File: src/rtl/alu32_issue_ctrl_if.sv
// Bundles the command, ALU-drive, result and status signals of the ALU32 issue stage.
// The slave modport is the controller's view; the master modport is the environment's view.
interface alu32_issue_ctrl_if #(
    parameter int DEPTH = 4,
    parameter int TAG_W = 4
);
    localparam int CNT_W = $clog2(DEPTH) + 1;

    logic             cmd_valid;
    logic             cmd_ready;
    logic [3:0]       cmd_op;
    logic [3:0]       cmd_op1;
    logic [31:0]      cmd_in0;
    logic [31:0]      cmd_in1;
    logic [TAG_W-1:0] cmd_tag;

    logic [3:0]       alu_op;
    logic [3:0]       alu_op1;
    logic [31:0]      alu_in0;
    logic [31:0]      alu_in1;
    logic [31:0]      alu_out;
    logic [31:0]      alu_out0;
    logic             alu_carryout;
    logic             alu_overflow;
    logic             alu_zero;
    logic             alu_n;

    logic             res_valid;
    logic             res_ready;
    logic [31:0]      res_lo;
    logic [31:0]      res_hi;
    logic [3:0]       res_flags;
    logic [TAG_W-1:0] res_tag;
    logic             res_err;

    logic             busy;
    logic [CNT_W-1:0] fifo_count;

    modport slave (
        input  cmd_valid, cmd_op, cmd_op1, cmd_in0, cmd_in1, cmd_tag,
        output cmd_ready,
        output alu_op, alu_op1, alu_in0, alu_in1,
        input  alu_out, alu_out0, alu_carryout, alu_overflow, alu_zero, alu_n,
        output res_valid, res_lo, res_hi, res_flags, res_tag, res_err,
        input  res_ready,
        output busy, fifo_count
    );

    modport master (
        output cmd_valid, cmd_op, cmd_op1, cmd_in0, cmd_in1, cmd_tag,
        input  cmd_ready,
        input  alu_op, alu_op1, alu_in0, alu_in1,
        output alu_out, alu_out0, alu_carryout, alu_overflow, alu_zero, alu_n,
        input  res_valid, res_lo, res_hi, res_flags, res_tag, res_err,
        output res_ready,
        input  busy, fifo_count
    );
endinterface

File: src/rtl/alu32_issue_ctrl.sv
// Issue stage ahead of the combinational ALU32: queues commands, holds each one on the
// ALU inputs for an op-dependent settle time, then captures and presents the result.
module alu32_issue_ctrl #(
    parameter int DEPTH   = 4,
    parameter int ALU_LAT = 1,
    parameter int MUL_LAT = 4,
    parameter int TAG_W   = 4
) (
    input  logic               clk,
    input  logic               rst_n,
    alu32_issue_ctrl_if.slave  bus
);
    localparam int PTR_W = $clog2(DEPTH);
    localparam int CNT_W = $clog2(DEPTH) + 1;
    localparam int LAT_W = $clog2(MUL_LAT + 1);

    typedef struct packed {
        logic [3:0]       op;
        logic [3:0]       op1;
        logic [31:0]      in0;
        logic [31:0]      in1;
        logic [TAG_W-1:0] tag;
    } cmd_t;

    typedef enum logic [1:0] {IDLE, EXEC, RESP} state_t;

    cmd_t             mem_q [DEPTH];
    logic [PTR_W-1:0] wrPtr_q, wrPtr_d;
    logic [PTR_W-1:0] rdPtr_q, rdPtr_d;
    logic [CNT_W-1:0] count_q, count_d;

    state_t           state_q;
    logic [LAT_W-1:0] cnt_q;
    logic [3:0]       aluOp_q, aluOp1_q;
    logic [31:0]      aluIn0_q, aluIn1_q;
    logic [TAG_W-1:0] tag_q;
    logic             err_q;
    logic             resValid_q;
    logic [31:0]      resLo_q, resHi_q;
    logic [3:0]       resFlags_q;
    logic [TAG_W-1:0] resTag_q;
    logic             resErr_q;

    logic full, push, pop;
    cmd_t head;

    // A full FIFO refuses new commands even when the FSM pops in the same cycle.
    assign full = (count_q == CNT_W'(DEPTH));
    assign push = bus.cmd_valid && !full;
    assign pop  = (state_q == IDLE) && (count_q != '0);
    assign head = mem_q[rdPtr_q];

    always_comb begin
        wrPtr_d = wrPtr_q;
        rdPtr_d = rdPtr_q;
        count_d = count_q;
        if (push) wrPtr_d = wrPtr_q + PTR_W'(1);
        if (pop)  rdPtr_d = rdPtr_q + PTR_W'(1);
        case ({push, pop})
            2'b10:   count_d = count_q + CNT_W'(1);
            2'b01:   count_d = count_q - CNT_W'(1);
            default: count_d = count_q;
        endcase
    end

    always_ff @(posedge clk) begin
        if (push) mem_q[wrPtr_q] <= '{op: bus.cmd_op, op1: bus.cmd_op1, in0: bus.cmd_in0,
                                      in1: bus.cmd_in1, tag: bus.cmd_tag};
    end

    always_ff @(posedge clk or negedge rst_n) begin
        if (!rst_n) begin
            wrPtr_q <= '0;
            rdPtr_q <= '0;
            count_q <= '0;
        end else begin
            wrPtr_q <= wrPtr_d;
            rdPtr_q <= rdPtr_d;
            count_q <= count_d;
        end
    end

    always_ff @(posedge clk or negedge rst_n) begin
        if (!rst_n) begin
            state_q    <= IDLE;
            cnt_q      <= '0;
            aluOp_q    <= '0;
            aluOp1_q   <= '0;
            aluIn0_q   <= '0;
            aluIn1_q   <= '0;
            tag_q      <= '0;
            err_q      <= 1'b0;
            resValid_q <= 1'b0;
            resLo_q    <= '0;
            resHi_q    <= '0;
            resFlags_q <= '0;
            resTag_q   <= '0;
            resErr_q   <= 1'b0;
        end else begin
            case (state_q)
                IDLE: begin
                    if (pop) begin
                        aluOp_q  <= head.op;
                        aluOp1_q <= head.op1;
                        aluIn0_q <= head.in0;
                        aluIn1_q <= head.in1;
                        tag_q    <= head.tag;
                        if (head.op > 4'b0011) begin
                            err_q <= 1'b1;
                            cnt_q <= '0;
                        end else begin
                            err_q <= 1'b0;
                            cnt_q <= (head.op == 4'b0011) ? LAT_W'(MUL_LAT - 1)
                                                          : LAT_W'(ALU_LAT - 1);
                        end
                        state_q <= EXEC;
                    end
                end
                EXEC: begin
                    if (cnt_q != '0) begin
                        cnt_q <= cnt_q - LAT_W'(1);
                    end else begin
                        // Illegal ops report an error with a zeroed payload.
                        resLo_q    <= err_q ? 32'h0 : bus.alu_out;
                        resHi_q    <= err_q ? 32'h0 : bus.alu_out0;
                        resFlags_q <= err_q ? 4'h0
                                            : {bus.alu_carryout, bus.alu_overflow,
                                               bus.alu_zero, bus.alu_n};
                        resTag_q   <= tag_q;
                        resErr_q   <= err_q;
                        resValid_q <= 1'b1;
                        state_q    <= RESP;
                    end
                end
                RESP: begin
                    if (bus.res_ready) begin
                        resValid_q <= 1'b0;
                        state_q    <= IDLE;
                    end
                end
                default: state_q <= IDLE;
            endcase
        end
    end

    assign bus.cmd_ready  = !full;
    assign bus.alu_op     = aluOp_q;
    assign bus.alu_op1    = aluOp1_q;
    assign bus.alu_in0    = aluIn0_q;
    assign bus.alu_in1    = aluIn1_q;
    assign bus.res_valid  = resValid_q;
    assign bus.res_lo     = resLo_q;
    assign bus.res_hi     = resHi_q;
    assign bus.res_flags  = resFlags_q;
    assign bus.res_tag    = resTag_q;
    assign bus.res_err    = resErr_q;
    assign bus.busy       = (state_q != IDLE) || (count_q != '0);
    assign bus.fifo_count = count_q;
endmodule

File: src/flat_wrapper.sv
// flat-port wrapper written by rule: the top's interface ports become plain ports
module alu32_issue_ctrl_flat 
#(
    parameter int DEPTH   = 4,
    parameter int ALU_LAT = 1,
    parameter int MUL_LAT = 4,
    parameter int TAG_W   = 4
)
  (clk, rst_n, bus_cmd_valid, bus_cmd_op, bus_cmd_op1, bus_cmd_in0, bus_cmd_in1, bus_cmd_tag, bus_cmd_ready, bus_alu_op, bus_alu_op1, bus_alu_in0, bus_alu_in1, bus_alu_out, bus_alu_out0, bus_alu_carryout, bus_alu_overflow, bus_alu_zero, bus_alu_n, bus_res_valid, bus_res_lo, bus_res_hi, bus_res_flags, bus_res_tag, bus_res_err, bus_res_ready, bus_busy, bus_fifo_count);
  alu32_issue_ctrl_if #(.DEPTH(DEPTH), .TAG_W(TAG_W)) bus_i ();
  input  logic clk;
  input  logic rst_n;
  input wire logic [$bits(bus_i.cmd_valid)-1:0] bus_cmd_valid;
  input wire logic [$bits(bus_i.cmd_op)-1:0] bus_cmd_op;
  input wire logic [$bits(bus_i.cmd_op1)-1:0] bus_cmd_op1;
  input wire logic [$bits(bus_i.cmd_in0)-1:0] bus_cmd_in0;
  input wire logic [$bits(bus_i.cmd_in1)-1:0] bus_cmd_in1;
  input wire logic [$bits(bus_i.cmd_tag)-1:0] bus_cmd_tag;
  output wire logic [$bits(bus_i.cmd_ready)-1:0] bus_cmd_ready;
  output wire logic [$bits(bus_i.alu_op)-1:0] bus_alu_op;
  output wire logic [$bits(bus_i.alu_op1)-1:0] bus_alu_op1;
  output wire logic [$bits(bus_i.alu_in0)-1:0] bus_alu_in0;
  output wire logic [$bits(bus_i.alu_in1)-1:0] bus_alu_in1;
  input wire logic [$bits(bus_i.alu_out)-1:0] bus_alu_out;
  input wire logic [$bits(bus_i.alu_out0)-1:0] bus_alu_out0;
  input wire logic [$bits(bus_i.alu_carryout)-1:0] bus_alu_carryout;
  input wire logic [$bits(bus_i.alu_overflow)-1:0] bus_alu_overflow;
  input wire logic [$bits(bus_i.alu_zero)-1:0] bus_alu_zero;
  input wire logic [$bits(bus_i.alu_n)-1:0] bus_alu_n;
  output wire logic [$bits(bus_i.res_valid)-1:0] bus_res_valid;
  output wire logic [$bits(bus_i.res_lo)-1:0] bus_res_lo;
  output wire logic [$bits(bus_i.res_hi)-1:0] bus_res_hi;
  output wire logic [$bits(bus_i.res_flags)-1:0] bus_res_flags;
  output wire logic [$bits(bus_i.res_tag)-1:0] bus_res_tag;
  output wire logic [$bits(bus_i.res_err)-1:0] bus_res_err;
  input wire logic [$bits(bus_i.res_ready)-1:0] bus_res_ready;
  output wire logic [$bits(bus_i.busy)-1:0] bus_busy;
  output wire logic [$bits(bus_i.fifo_count)-1:0] bus_fifo_count;
  assign bus_i.cmd_valid = bus_cmd_valid;
  assign bus_i.cmd_op = bus_cmd_op;
  assign bus_i.cmd_op1 = bus_cmd_op1;
  assign bus_i.cmd_in0 = bus_cmd_in0;
  assign bus_i.cmd_in1 = bus_cmd_in1;
  assign bus_i.cmd_tag = bus_cmd_tag;
  assign bus_cmd_ready = bus_i.cmd_ready;
  assign bus_alu_op = bus_i.alu_op;
  assign bus_alu_op1 = bus_i.alu_op1;
  assign bus_alu_in0 = bus_i.alu_in0;
  assign bus_alu_in1 = bus_i.alu_in1;
  assign bus_i.alu_out = bus_alu_out;
  assign bus_i.alu_out0 = bus_alu_out0;
  assign bus_i.alu_carryout = bus_alu_carryout;
  assign bus_i.alu_overflow = bus_alu_overflow;
  assign bus_i.alu_zero = bus_alu_zero;
  assign bus_i.alu_n = bus_alu_n;
  assign bus_res_valid = bus_i.res_valid;
  assign bus_res_lo = bus_i.res_lo;
  assign bus_res_hi = bus_i.res_hi;
  assign bus_res_flags = bus_i.res_flags;
  assign bus_res_tag = bus_i.res_tag;
  assign bus_res_err = bus_i.res_err;
  assign bus_i.res_ready = bus_res_ready;
  assign bus_busy = bus_i.busy;
  assign bus_fifo_count = bus_i.fifo_count;
  alu32_issue_ctrl #(.DEPTH(DEPTH), .ALU_LAT(ALU_LAT), .MUL_LAT(MUL_LAT), .TAG_W(TAG_W)) u_core (.clk(clk), .rst_n(rst_n), .bus(bus_i));
endmodule
File: config.mk
export PLATFORM = sky130hd
export DESIGN_NAME = alu32_issue_ctrl_flat
export DESIGN_NICKNAME = d
export VERILOG_FILES = /design/src/rtl/alu32_issue_ctrl_if.sv /design/src/rtl/alu32_issue_ctrl.sv /design/src/flat_wrapper.sv
export SDC_FILE = /design/constraint.sdc
export NUM_CORES = 1
export LEC_CHECK = 0
export CAP_MARGIN = 30
export CORE_MARGIN = 8
export CORE_UTILIZATION = 51
export DETAILED_ROUTE_END_ITERATION = 16
export GPL_ROUTABILITY_DRIVEN = 1
export HOLD_SLACK_MARGIN = 0.03
export PLACE_DENSITY = 0.77
export SETUP_SLACK_MARGIN = 0.05
export SYNTH_ARGS = -nofsm -noshare
export SYNTH_HDL_FRONTEND = slang
export SYNTH_SLANG_ARGS = --single-unit
File: constraint.sdc
create_clock -name clk -period 3.7 [get_ports clk]
set_clock_uncertainty 0.2 [all_clocks]
set_input_delay 0.74 -clock clk [delete_from_list [all_inputs] [get_ports clk]]
set_output_delay 0.74 -clock clk [all_outputs]
set_load 0.005 [all_outputs]
==> summary.md <==
| Metric | Value |
|---|---|
| Pwr Density | `854 nW/um2` |
| Hold Crit Class | `flip-flop to flip-flop` |
| Share of the synthesized area in the top cell type | `51.8%` |
| Critical-path cell list | `nor3_1, nand2_1, clkdlybuf4s50_1` |
| Vias in the first global route | `10.6k` |
| Area Overhead vs Synth | `28.9%` |
| Crit-path slowest cell | `clkdlybuf4s50_1` |
| Die H | `202 um` |
| Pins Over Slew Limit | `0` |
| WL/cell | `21.6 um` |
| Total negative setup slack | `0 ps` |
| Clk Latency, worst-skew pair | `~550 ps` |
| # rows | `68` |
| Met1 usage | `26.0%` |
| GR Util met2 | `33.3%` |
| Register bit count reported by yosys | `467` |
| Period utilisation layout | `76.4%` |
| I/O pins | `roughly 300` |
| Final worst slack | `874 ps` |
| Area leader, netlist | `edfxtp_1` |
| Post-layout min period | `around 2800 ps` |
| Initial core utilization | `51.4%` |
| Synth Flop Type | `edfxtp_1` |
| Worst EP required | `roughly 2800 ps` |
| CP Launch Point | `u_core.bus.fifo_count[1]$_DFFE_PN0P_` |
| Number of antenna cells inserted | `0` |
| Core area | `34,300 um2` |
| Tot GR Track Use | `20.0%` |
| Vias per inst | `5.30` |
| Synth top area cells | `edfxtp_1, dfrtp_1, mux4_2` |
| GRT met3 Usage | `under 10%` |
| Hold Vio Cnt, Final | `0` |
| ANT nets after route | `0` |
| Iteration-0 DRC Markers | `609` |
| CP Launch Type | `flip-flop` |
| FF-to-FF path depth | `7` |
| Synth unique cells | `38` |
| Detailed Place HPWL | `approximately 27 mm` |
| TritonCTS clock tree | `built` |
| Worst-path fanout max | `4` |
| Final net count | `1,572` |
| Port bufs | `~300` |
| Setup violations, final | `0` |
| Post_cts resized | `0` |
| Critical path class | `flip-flop to primary output` |
| Post-synthesis sequential area ratio | `74.9%` |
| Pre-CTS WS | `901 ps` |
| Leak | `between 0.008 and 0.009 uW` |
| Max frequency | `0.354 GHz` |
| Synth Cell Area | `17,600 um2` |
| CTS Sinks | `around 470` |
| Syn Area/Cell | `16.0 um2` |
| Worst slew margin | `36.9%` |
| Cells after Synth | `1,103` |
| Worst VDD drop | `0.000577 V` |
| Pin count of the biggest net entering global routing | `79` |
| Layout fillers | `2,277` |
| R2r setup slk | `970 ps` |
| CTS Buffer Depth | `3` |
| First-pass GRT wire length | `63.2 mm` |
| CP Capture Type | `primary output` |
| DP Area | `between 20,000 and 25,000 um2` |
| Grt peak-use layer | `met2` |
| Max cap viols | `0` |
| Peak per-stage delay on the critical path | `470 ps` |
| Setup crit end | `bus_busy` |
| R2R Path End | `u_core.bus.fifo_count[1]$_DFFE_PN0P_` |
| Ys Warns | `0` |
| Via count | `approximately 10k` |
| Overflow after GRT | `0` |
| Final GP Congestion | `between 0.7 and 0.8` |
| Final Instance Area | `approximately 23,000 um2` |
| CTS buffer count | `46` |
| Number of synthesized flops with an enable pin | `304` |
| FF-to-FF Start | `u_core.bus.fifo_count[1]$_DFFE_PN0P_` |
| Syn Nets | `1,259` |
| Die W | `202 um` |
| Tightest Pin Transition | `roughly 950 ps` |
| Initial antenna violation count | `5` |
| Layout cells sized above 1 | `13.0%` |
| CTS H-tree depth | `2` |
| CP arrival | `~1900 ps` |
| First-pass iteration count of the detailed router | `5` |
| Die ar. | `around 40,000 um2` |
| Post-synth ARST share | `34.9%` |
| DRC viols | `0` |
| Clock slew at reported path FFs | `about 60 ps` |
| RSZ-0062 raised after global routing | `no` |
| WL final | `41.3 mm` |
| CTS root buffer | `clkbuf_16` |
| Run status | `completed` |
layout make-up:
type / count / area, um2 / area share, %
clock buffer: 70 / 1340 / 5.91
multi-input combinational: 569 / 4080 / 17.9
inverter: 10 / 38.8 / 0.171
tap: 455 / 569 / 2.51
timing repair buffer: 322 / 3270 / 14.4
clock inverter: 15 / 205 / 0.903
sequential: 467 / 13200 / 58.2
cell usage after synthesis (all sizes together), types with 2 or more instances:
library cell and n:
buf 36, nand2 303, nand2b 71, and3 5
mux2 8, inv 10, xnor2 4, nor2 5
dfrtp 163, nor3 2, edfxtp 304, clkbuf 21
xor2 2, mux4 75, a21oi 2, ha 7
o21ai 73
power by group:
group,internal (uW),leakage [uW],switching [uW]
Combinational,3370,0.00306,3160
Sequential,7250,0.00483,914
Clock,2800,0.000749,1900
worst min path at each step:
stage | from | endpoint | slack [ps] | depth (start not counted)
3_5_place_dp | u_core.tag_q[2]$_DFFE_PN0P_ | u_core.tag_q[2]$_DFFE_PN0P_ | 260 | 2
2_1_floorplan | rst_n | u_core.bus.alu_in0[0]$_DFFE_PN0P_ | 240 | 0
5_1_grt | u_core.bus.alu_in0[5]$_DFFE_PN0P_ | u_core.bus.alu_in0[5]$_DFFE_PN0P_ | 300 | 2
6_report | u_core.tag_q[2]$_DFFE_PN0P_ | u_core.tag_q[2]$_DFFE_PN0P_ | 270 | 2
3_3_place_gp | u_core.tag_q[2]$_DFFE_PN0P_ | u_core.tag_q[2]$_DFFE_PN0P_ | 260 | 2
4_1_cts | u_core.tag_q[2]$_DFFE_PN0P_ | u_core.tag_q[2]$_DFFE_PN0P_ | 270 | 2
critical path, delay by kind of cell, from the launching register on:
kind / cells / cell delay [ps]
flops: 1 / 410
buf+inv: 1 / 470
simple gates: 2 / 470
per-stage QoR:
| step | total power (uW) | hold slack (ps) | std cells | util, % |
|---|---|---|---|---|
| finish | 19400 | 269 | 1908 | 66.3 |
| CTS | 19700 | 274 | 1908 | 66.3 |
| floorplan | 11700 | 242 | 1103 | - |
| detailed placement | 14900 | 259 | 1822 | 61.7 |
| global route | 20500 | 299 | 1908 | 66.3 |
| global placement | 14700 | 257 | 1821 | 61.7 |
placed cells by master (no fill, tap or decap), types with 4 or more instances in the layout:
cell,instances
nand2b_1,70
clkinv_2,6
edfxtp_1,304
bufinv_16,4
mux4_2,75
mux2_2,8
nand2_1,302
clkbuf_16,48
dfrtp_1,161
nor2_1,4
buf_4,15
ha_1,7
and3_4,4
clkdlybuf4s50_1,297
o21ai_0,73
clkbuf_1,16
xnor2_1,4
clkbuf_8,6
inv_1,9
buf_12,7
flip-flops by register name, summed over array words and instances (netlist names):
register	cells
u_core.bus.res_tag	4
u_core.mem_q	304
u_core.bus.res_err	1
u_core.err_q	1
u_core.bus.res_hi	32
u_core.bus.res_lo	32
u_core.wrPtr_q	2
u_core.bus.alu_op	4
u_core.rdPtr_q	2
u_core.bus.res_flags	4
u_core.bus.alu_in0	32
u_core.state_q	2
u_core.bus.fifo_count	3
u_core.tag_q	4
u_core.bus.alu_in1	32
u_core.bus.res_valid	1
u_core.bus.alu_op1	4
u_core.cnt_q	3
layer usage:
metal | share of wire, % | routed length [um] | up-vias
met5 | 0.14 | 59 | -
met4 | 1.8 | 746 | 10
met3 | 8.7 | 3580 | 64
met2 | 49 | 20100 | 426
met1 | 41 | 16800 | 5037
li1 | - | - | 4581
repair_timing:
action | CTS | global route
buffers inserted | 0 | 0
setup endpoints to repair | 0 | 0
hold buffers | 1 | 0
endpoints found under the hold margin | 56 | 0
logic make-up (layout without fill, tap and decap cells):
group | after synthesis | in the layout | share of synthesized area [%]
DFF | 467 | 467 | 74.9
and+or+nand+nor | 392 | 392 | 9.58
muxes | 84 | 84 | 10.1
AOI/OAI and AO/OA | 79 | 79 | 2.31
buffers and inverters | 67 | 417 | 2.13
adders and majority gates | 8 | 8 | 0.610
xor gates and xnor gates | 6 | 6 | 0.298
(Power assumes the default switching activity.)
